File: src/rtl/ifetch_pair_buffer.sv
// ifetch_pair_buffer
//   Instruction-fetch stage in front of the dual-issue decoder. It issues one
//   64-bit pair read per request, queues returned pairs in a small FIFO with
//   their PC and slot-0 enable, and restarts fetch on control-flow redirects.
//
// Ports
//   clk, rst          : single clock, synchronous active-high reset
//   i_addr, i_en      : instruction memory byte address / read request
//   i_rdata           : read data, valid one cycle after i_en
//   redirect_vld/_pc  : redirect request and word-PC target (may be odd)
//   out_vld, out_rdy  : head-of-queue handshake towards decode
//   out_pc            : even PC of the presented pair
//   out_instr0/1      : even word / odd word of the pair
//   out_en0/1         : per-slot executable flags
//
// Build option
//   IFETCH_BYPASS_EN  : when defined, a response arriving into an empty FIFO
//                       is presented in the same cycle (1-cycle latency).
module ifetch_pair_buffer #(
  parameter int PC_W  = 14,
  parameter int DEPTH = 4
) (
  input  logic            clk,
  input  logic            rst,
  output logic [PC_W+1:0] i_addr,
  output logic            i_en,
  input  logic [63:0]     i_rdata,
  input  logic            redirect_vld,
  input  logic [PC_W-1:0] redirect_pc,
  output logic            out_vld,
  input  logic            out_rdy,
  output logic [PC_W-1:0] out_pc,
  output logic [31:0]     out_instr0,
  output logic [31:0]     out_instr1,
  output logic            out_en0,
  output logic            out_en1
);

  localparam int AW = $clog2(DEPTH);
  localparam int CW = AW + 1;

  logic [PC_W-1:0] fetch_pc_q, fetch_pc_d;
  logic            inflight_q;
  logic [PC_W-1:0] tag_pc_q;
  logic            tag_en0_q;
  logic [AW-1:0]   wr_ptr_q, wr_ptr_d;
  logic [AW-1:0]   rd_ptr_q, rd_ptr_d;
  logic [CW-1:0]   count_q, count_d;

  logic [PC_W-1:0] mem_pc_q  [DEPTH];
  logic [31:0]     mem_i0_q  [DEPTH];
  logic [31:0]     mem_i1_q  [DEPTH];
  logic            mem_en0_q [DEPTH];

  logic issue, rsp_vld, fifo_empty, byp, push, pop;
  logic [CW-1:0] credit_used;

  // Credits: stored entries plus the read in flight must fit in the FIFO, so
  // a returning response always finds a free slot. Pops this cycle are not
  // credited back until the count register updates.
  assign credit_used = count_q + CW'(inflight_q);
  assign issue       = ~rst & ~redirect_vld & (credit_used < CW'(DEPTH));
  assign i_en        = issue;
  assign i_addr      = {fetch_pc_q[PC_W-1:1], 3'b000};

  // A redirect in the response cycle kills the returning pair.
  assign rsp_vld    = inflight_q & ~redirect_vld & ~rst;
  assign fifo_empty = (count_q == '0);

`ifdef IFETCH_BYPASS_EN
  assign byp = rsp_vld & fifo_empty;
`else
  assign byp = 1'b0;
`endif

  assign out_vld = ~fifo_empty | byp;
  assign pop     = ~fifo_empty & out_rdy;
  // A bypassed pair taken by decode in the same cycle is never written.
  assign push    = rsp_vld & ~(byp & out_rdy);

  always_comb begin
    out_pc     = '0;
    out_instr0 = '0;
    out_instr1 = '0;
    out_en0    = 1'b0;
    out_en1    = 1'b0;
    if (byp) begin
      out_pc     = tag_pc_q;
      out_instr0 = i_rdata[63:32];
      out_instr1 = i_rdata[31:0];
      out_en0    = tag_en0_q;
      out_en1    = 1'b1;
    end else if (!fifo_empty) begin
      out_pc     = mem_pc_q[rd_ptr_q];
      out_instr0 = mem_i0_q[rd_ptr_q];
      out_instr1 = mem_i1_q[rd_ptr_q];
      out_en0    = mem_en0_q[rd_ptr_q];
      out_en1    = 1'b1;
    end
  end

  always_comb begin
    fetch_pc_d = fetch_pc_q;
    wr_ptr_d   = wr_ptr_q;
    rd_ptr_d   = rd_ptr_q;
    count_d    = count_q;
    if (redirect_vld) begin
      fetch_pc_d = redirect_pc;
      wr_ptr_d   = '0;
      rd_ptr_d   = '0;
      count_d    = '0;
    end else begin
      // Next pair: advance the even PC, wrapping at the top of the space.
      if (issue) fetch_pc_d = {fetch_pc_q[PC_W-1:1] + (PC_W-1)'(1), 1'b0};
      if (push)  wr_ptr_d = wr_ptr_q + AW'(1);
      if (pop)   rd_ptr_d = rd_ptr_q + AW'(1);
      count_d = count_q + CW'(push) - CW'(pop);
    end
  end

  always_ff @(posedge clk) begin
    if (rst) begin
      fetch_pc_q <= '0;
      inflight_q <= 1'b0;
      wr_ptr_q   <= '0;
      rd_ptr_q   <= '0;
      count_q    <= '0;
    end else begin
      fetch_pc_q <= fetch_pc_d;
      inflight_q <= issue;
      wr_ptr_q   <= wr_ptr_d;
      rd_ptr_q   <= rd_ptr_d;
      count_q    <= count_d;
    end
  end

  // Tag and storage registers carry data only; their contents are ignored
  // whenever the control state marks them invalid.
  always_ff @(posedge clk) begin
    if (issue) begin
      tag_pc_q  <= {fetch_pc_q[PC_W-1:1], 1'b0};
      tag_en0_q <= ~fetch_pc_q[0];
    end
    if (push) begin
      mem_pc_q[wr_ptr_q]  <= tag_pc_q;
      mem_i0_q[wr_ptr_q]  <= i_rdata[63:32];
      mem_i1_q[wr_ptr_q]  <= i_rdata[31:0];
      mem_en0_q[wr_ptr_q] <= tag_en0_q;
    end
  end

endmodule

File: config.mk
export PLATFORM = sky130hd
export DESIGN_NAME = ifetch_pair_buffer
export DESIGN_NICKNAME = d
export VERILOG_FILES = /design/src/rtl/ifetch_pair_buffer.sv
export SDC_FILE = /design/constraint.sdc
export NUM_CORES = 1
export LEC_CHECK = 0
export ABC_CLOCK_PERIOD_IN_PS = 2500
export BUFFER_PORTS_ARGS = -buffer_cell sky130_fd_sc_hd__buf_2
export CORE_MARGIN = 5
export CORE_UTILIZATION = 52
export DETAILED_ROUTE_END_ITERATION = 8
export GPL_ROUTABILITY_DRIVEN = 0
export PLACE_DENSITY = 0.84
export SLEW_MARGIN = 20
export SYNTH_ARGS = -nofsm -noshare
export SYNTH_HDL_FRONTEND = slang
export SYNTH_SLANG_ARGS = --single-unit
File: constraint.sdc
create_clock -name clk -period 2.5 [get_ports clk]
set_input_delay 0.125 -clock clk [delete_from_list [all_inputs] [get_ports clk]]
set_output_delay 0.125 -clock clk [all_outputs]
set_load 0.01 [all_outputs]
==> results.cfg, run 1 <==
[grt]
grt_pass1_vias = 7561
grtUsageTotal = 0.179
gr-total-overflow = 0
grt_pass1_wl_um = 41200
grt_max_degree = 82
antenna_found_initial = 0

[worst_setup_path]
end_kind = flop
cp.arrival_ns = 2.75
crit_start = count_q[1]
crit_path_end = count_q[2]
ff2ff_setup_slack_ns = 0.12
worstPathMaxFanout = 4
worstPathRequired_ns = 2.88
critPathLaunchType = flop
reg2reg_from = count_q[1]
r2r-end = count_q[2]
reg2regPathDepth = 9
worstSetupPathType = reg2reg

[floorplanning]
die_w_um = 172
io_pins = 180
initial_core_util = 0.526
die-area_mm2 = 0.0296
dieHeight_um = 172
core-area_mm2 = 0.0259
rows = 59

[clock_tree]
cts_made_buffers = 36
clockBufferDepth = 3
cts_setup_buffers = 0
clk_pin_slew_ns = 0.06
worstSkewPairLatency_ns = 0.50
cts.sinks = 350
cts_tree = yes
root_buffer = clkbuf_16
cts_max_level = 2

[finish]
synthToLayoutAreaGrowth_pct = 22.7
layout.cells.non_filler = 1297
final_cell_mix = edfxtp_1, buf_2, and2_1
fin_nets = 1025
final_common_cell = edfxtp_1
layout-drive-gt1-share = 0.340

[sta]
timing.max_slew.rel_slack = 0.501
tns_ns = 0
post-route-min-period_ns = 2.38
max_freq_mhz = 421
hold_viol = 0
tightest_slew_ns = 0.749
setup_ws_ns = 0.125
slew_viol_final = 0
rsz0062_at_grt = false
finalSetupViolCount = 0
skew_ns = 0.0113
period_share = 0.950

[job]
maxCapViolCount = 0

[route]
drcViolationCount = 0
drt_pass1_iterations = 5
via_per_inst = 5.49
drtIter0Drc = 664
ant_nets = 0
wl_per_cell_um = 20.4
wirelength_um = 26500
vias = 7115

[pwr]
leakagePower_uw = 0.00582
power_density_mw_per_mm2 = 709
peakVddDrop_v = 0.000677

[yosys]
synthArstFlopShare = 0
syn_avg_cell_area_um2 = 20.0
ys_seq_area_frac = 0.753
syn_area_mm2 = 0.0136
synthCells = 682
ys_ff_latch = 350
synth_flop_cell = edfxtp_1
synth-edff-count = 326
yosys_warnings = 0
synth_cell_type_count = 45

[placement]
dpl.hpwl_um = 14800
pre_cts_slack_ns = 0.144
place_inst = 1154
io_buffer_count = 175

[min_path]
min_path_cells = 2
hold_class = in2reg

[status]
outcome = completed
==> final cells by class <==
type	instances	area [µm²]
flip-flops and latches	350	10300
fillers	1714	9180
multi-input cells	270	3050
repair buffers	266	1870
clock buffers	56	1030
well taps	335	419
clock inverters	8	42.5
inverters	11	41.3
diodes	1	2.50
==> state kept, by name (all words and copies together) (netlist names), named ones only <==
register,count
tag_en0_q,1
rd_ptr_q,2
tag_pc_q,13
mem_en0_q,4
mem_i0_q,128
inflight_q,1
mem_i1_q,128
wr_ptr_q,2
fetch_pc_q,14
count_q,3
mem_pc_q,52
==> through the flow <==
stage / cell area [µm²] / util / hold WS, ns / power (µW)
finish: 16700 / 0.646 / 0.0189 / 11900
global route: 16700 / 0.645 / 0.0275 / 12300
CTS: 16700 / 0.645 / 0.00148 / 12000
detailed placement: 14900 / 0.574 / 0.340 / 7070
global placement: 14900 / 0.574 / 0.339 / 7050
floorplan: 13600 / - / 0.197 / 6860
==> kinds of logic after synthesis <==
family	Yosys count	synth area share
mux	81	0.132
buf+inv	65	0.0252
flops	350	0.753
other cells	1	0.000275
compound gates	24	0.0140
fa+ha+maj	8	0.00789
xor+xnor	9	0.00578
simple gates	144	0.0618
==> what timing repair did <==
item	4_1_cts	5_1_grt
endpoints found under the setup margin	1	0
hold buffers	78	0
hold endpoints to repair	270	0
gates resized for setup	1	0
==> worst max-delay path, stage by stage (launching register included) <==
cell     delay [ns]
dfxtp_1        0.33
or3_2          0.46
and2_1         0.20
ha_1           0.28
inv_1          0.04
ha_1           0.18
fa_1           0.39
xnor2_1        0.20
xnor2_1        0.14
nor2_1         0.05
==> worst min-delay path by stage <==
stage / slack (ns) / to / start
global route: 0.03 / fetch_pc_q[0] / redirect_vld
global placement: 0.34 / mem_i1_q[3][22] / i_rdata[22]
finish: 0.02 / fetch_pc_q[0] / rst
floorplan: 0.20 / fetch_pc_q[11] / rst
detailed placement: 0.34 / mem_i1_q[0][0] / i_rdata[0]
CTS: 0.001 / fetch_pc_q[0] / redirect_vld
==> cell usage after synthesis, types with 3 or more instances <==
library cell,number,area share
edfxtp_1,326,0.72
and2_1,81,0.037
mux4_2,78,0.13
clkbuf_1,24,0.0066
dfxtp_1,24,0.035
buf_4,18,0.0099
nor2_1,17,0.0047
nand2_1,13,0.0036
inv_1,11,0.0030
buf_2,8,0.0029
nand3_1,8,0.0029
ha_1,7,0.0064
xnor2_1,6,0.0039
a311oi_1,5,0.0032
or3_1,5,0.0023
or4_1,5,0.0028
and3_2,4,0.0022
a211oi_1,3,0.0017
a31oi_1,3,0.0014
buf_6,3,0.0025
xor2_1,3,0.0019
==> per-layer routing <==
| layer | global-route usage | share of wire | up-vias |
|---|---|---|---|
| li1 | - | - | 3193 |
| met1 | 0.239 | 0.40 | 3616 |
| met2 | 0.309 | 0.52 | 268 |
| met3 | 0.0350 | 0.071 | 38 |
| met4 | 0.0444 | 0.017 | 0 |
| met5 | 0 | 0 | - |
==> power by group <==
| group | internal (µW) | switching, µW | total, µW |
|---|---|---|---|
| registers | 6460 | 48.4 | 6510 |
| logic | 266 | 269 | 535 |
| clock network | 2820 | 1980 | 4810 |
Note: power is estimated with default switching activity, not from simulation.
==> run 2, diff against run 1 <==
Settings changed: CELL_PAD_IN_SITES_DETAIL_PLACEMENT from default to 0, CELL_PAD_IN_SITES_GLOBAL_PLACEMENT from default to 2, CORE_UTILIZATION 52 to 39, PLACE_DENSITY 0.84 to 0.83.
==> results.cfg, run 2 (synthesis results as in run 1) <==
[grt]
grt_max_degree = 82
antenna_found_initial = 1
grt_pass1_vias = 7452
grtUsageTotal = 0.141
grt_pass1_wl_um = 42600
gr-total-overflow = 0

[clock_tree]
clk_pin_slew_ns = 0.06
root_buffer = clkbuf_16
cts_max_level = 2
cts_tree = yes
cts_made_buffers = 37
worstSkewPairLatency_ns = 0.51
clockBufferDepth = 3
cts.sinks = 350

[worst_setup_path]
ff2ff_setup_slack_ns = 0.13
critPathLaunchType = flop
cp.arrival_ns = 2.77
worstSetupPathType = reg2reg
worstPathMaxFanout = 4
worstPathRequired_ns = 2.90
end_kind = flop
reg2regPathDepth = 9

[placement]
pre_cts_slack_ns = 0.138
dpl.hpwl_um = 17000
io_buffer_count = 175
placed_area_mm2 = 0.0151

[route]
via_per_inst = 4.85
vias = 6976
ant_nets = 0
drt_pass1_iterations = 4
drtIter0Drc = 279
wl_per_cell_um = 19.2
drcViolationCount = 0
wirelength_um = 27600

[sta]
rsz0062_at_grt = false
tns_ns = 0
holdWs_ns = 0.0290
timing.max_slew.rel_slack = 0.446
skew_ns = 0.00928
post-route-min-period_ns = 2.37
setup_ws_ns = 0.133
period_share = 0.947
finalSetupViolCount = 0
slew_viol_final = 0
hold_viol = 0
max_freq_mhz = 422
tightest_slew_ns = 0.831

[finish]
layout-drive-gt1-share = 0.355
fin_nets = 1042
top_regs = mem_i0_q: 128 flops, mem_i1_q: 128 flops, mem_pc_q: 52 flops
multi_input_area_mm2 = 0.00305
seqCellArea_mm2 = 0.0103
fin_util = 0.497
synthToLayoutAreaGrowth_pct = 26.0
fill_cells = 2882
final_cell_mix = edfxtp_1, buf_2, dlygate4sd3_1
final_common_cell = edfxtp_1
final_area_mm2 = 0.0172

[floorplanning]
io_pins = 180
core-area_mm2 = 0.0345
die_w_um = 197
initial_core_util = 0.395
die-area_mm2 = 0.0388
rows = 68
dieHeight_um = 197

[pwr]
power_density_mw_per_mm2 = 725
leakagePower_uw = 0.00599
peakVddDrop_v = 0.000403

[min_path]
hold_class = in2reg
min_path_cells = 2

[job]
maxCapViolCount = 0

[status]
outcome = completed
==> run 2: cell count changes in the layout (fill, tap and decap cells not counted), sizes merged <==
cell         before  now
buf             188  199
bufinv            0    4
inv              11   13
clkbuf           56   46
clkinv            8   16
dlygate4sd3      78   83
==> run 2: through the flow <==
step	std cells	power, µW
after CTS	1436	12600
after global routing	1437	12900
after detailed placement	1285	7090
after floorplan	685	6860
final	1437	12500
after global placement	1285	7070
==> run 2: repair_timing <==
item / in CTS / in global routing
hold endpoints to repair: 270 / 0
hold buffers: 83 / 0
setup buffers: 0 / 0
gates resized for setup: 0 / 2
setup endpoints to repair: 0 / 2
==> run 2: worst paths after layout <==
check	from	to
setup / recovery	count_q[1]	count_q[2]
setup reg to reg	count_q[1]	count_q[2]
hold reg to reg	fetch_pc_q[0]	tag_en0_q
hold / removal	rst	fetch_pc_q[7]
==> run 2: area by class of cell <==
type	count	share of cell area
Clock inverter	22	0.0125
Antenna cell	1	0.000146
Timing Repair Buffer	282	0.118
Multi-Input combinational cell	270	0.178
Clock buffer	46	0.0583
Inverter	11	0.00240
Tap cell	455	0.0331
Sequential cell	350	0.598
==> run 2: power breakdown <==
| part | switching [µW] | internal (µW) | leakage [µW] |
|---|---|---|---|
| Combinational | 269 | 274 | 0.00224 |
| Clock | 2130 | 3270 | 0.000606 |
| Sequential | 50.9 | 6460 | 0.00314 |
==> run 2: worst max-delay path, stage by stage (launching register included) <==
cell,delay [ns]
dfxtp_1,0.34
or3_2,0.47
and2_1,0.19
ha_1,0.27
inv_1,0.04
ha_1,0.20
fa_1,0.38
xnor2_1,0.18
xnor2_1,0.14
nor2_1,0.05
==> run 2: routing by layer <==
| layer | wire length (µm) | track usage | up-vias |
|---|---|---|---|
| met1 | 12100 | 0.194 | 3517 |
| met2 | 13500 | 0.234 | 183 |
| met4 | 433 | 0.0300 | 0 |
| met5 | 0 | 0 | - |
| li1 | - | - | 3243 |
| met3 | 1670 | 0.0320 | 33 |
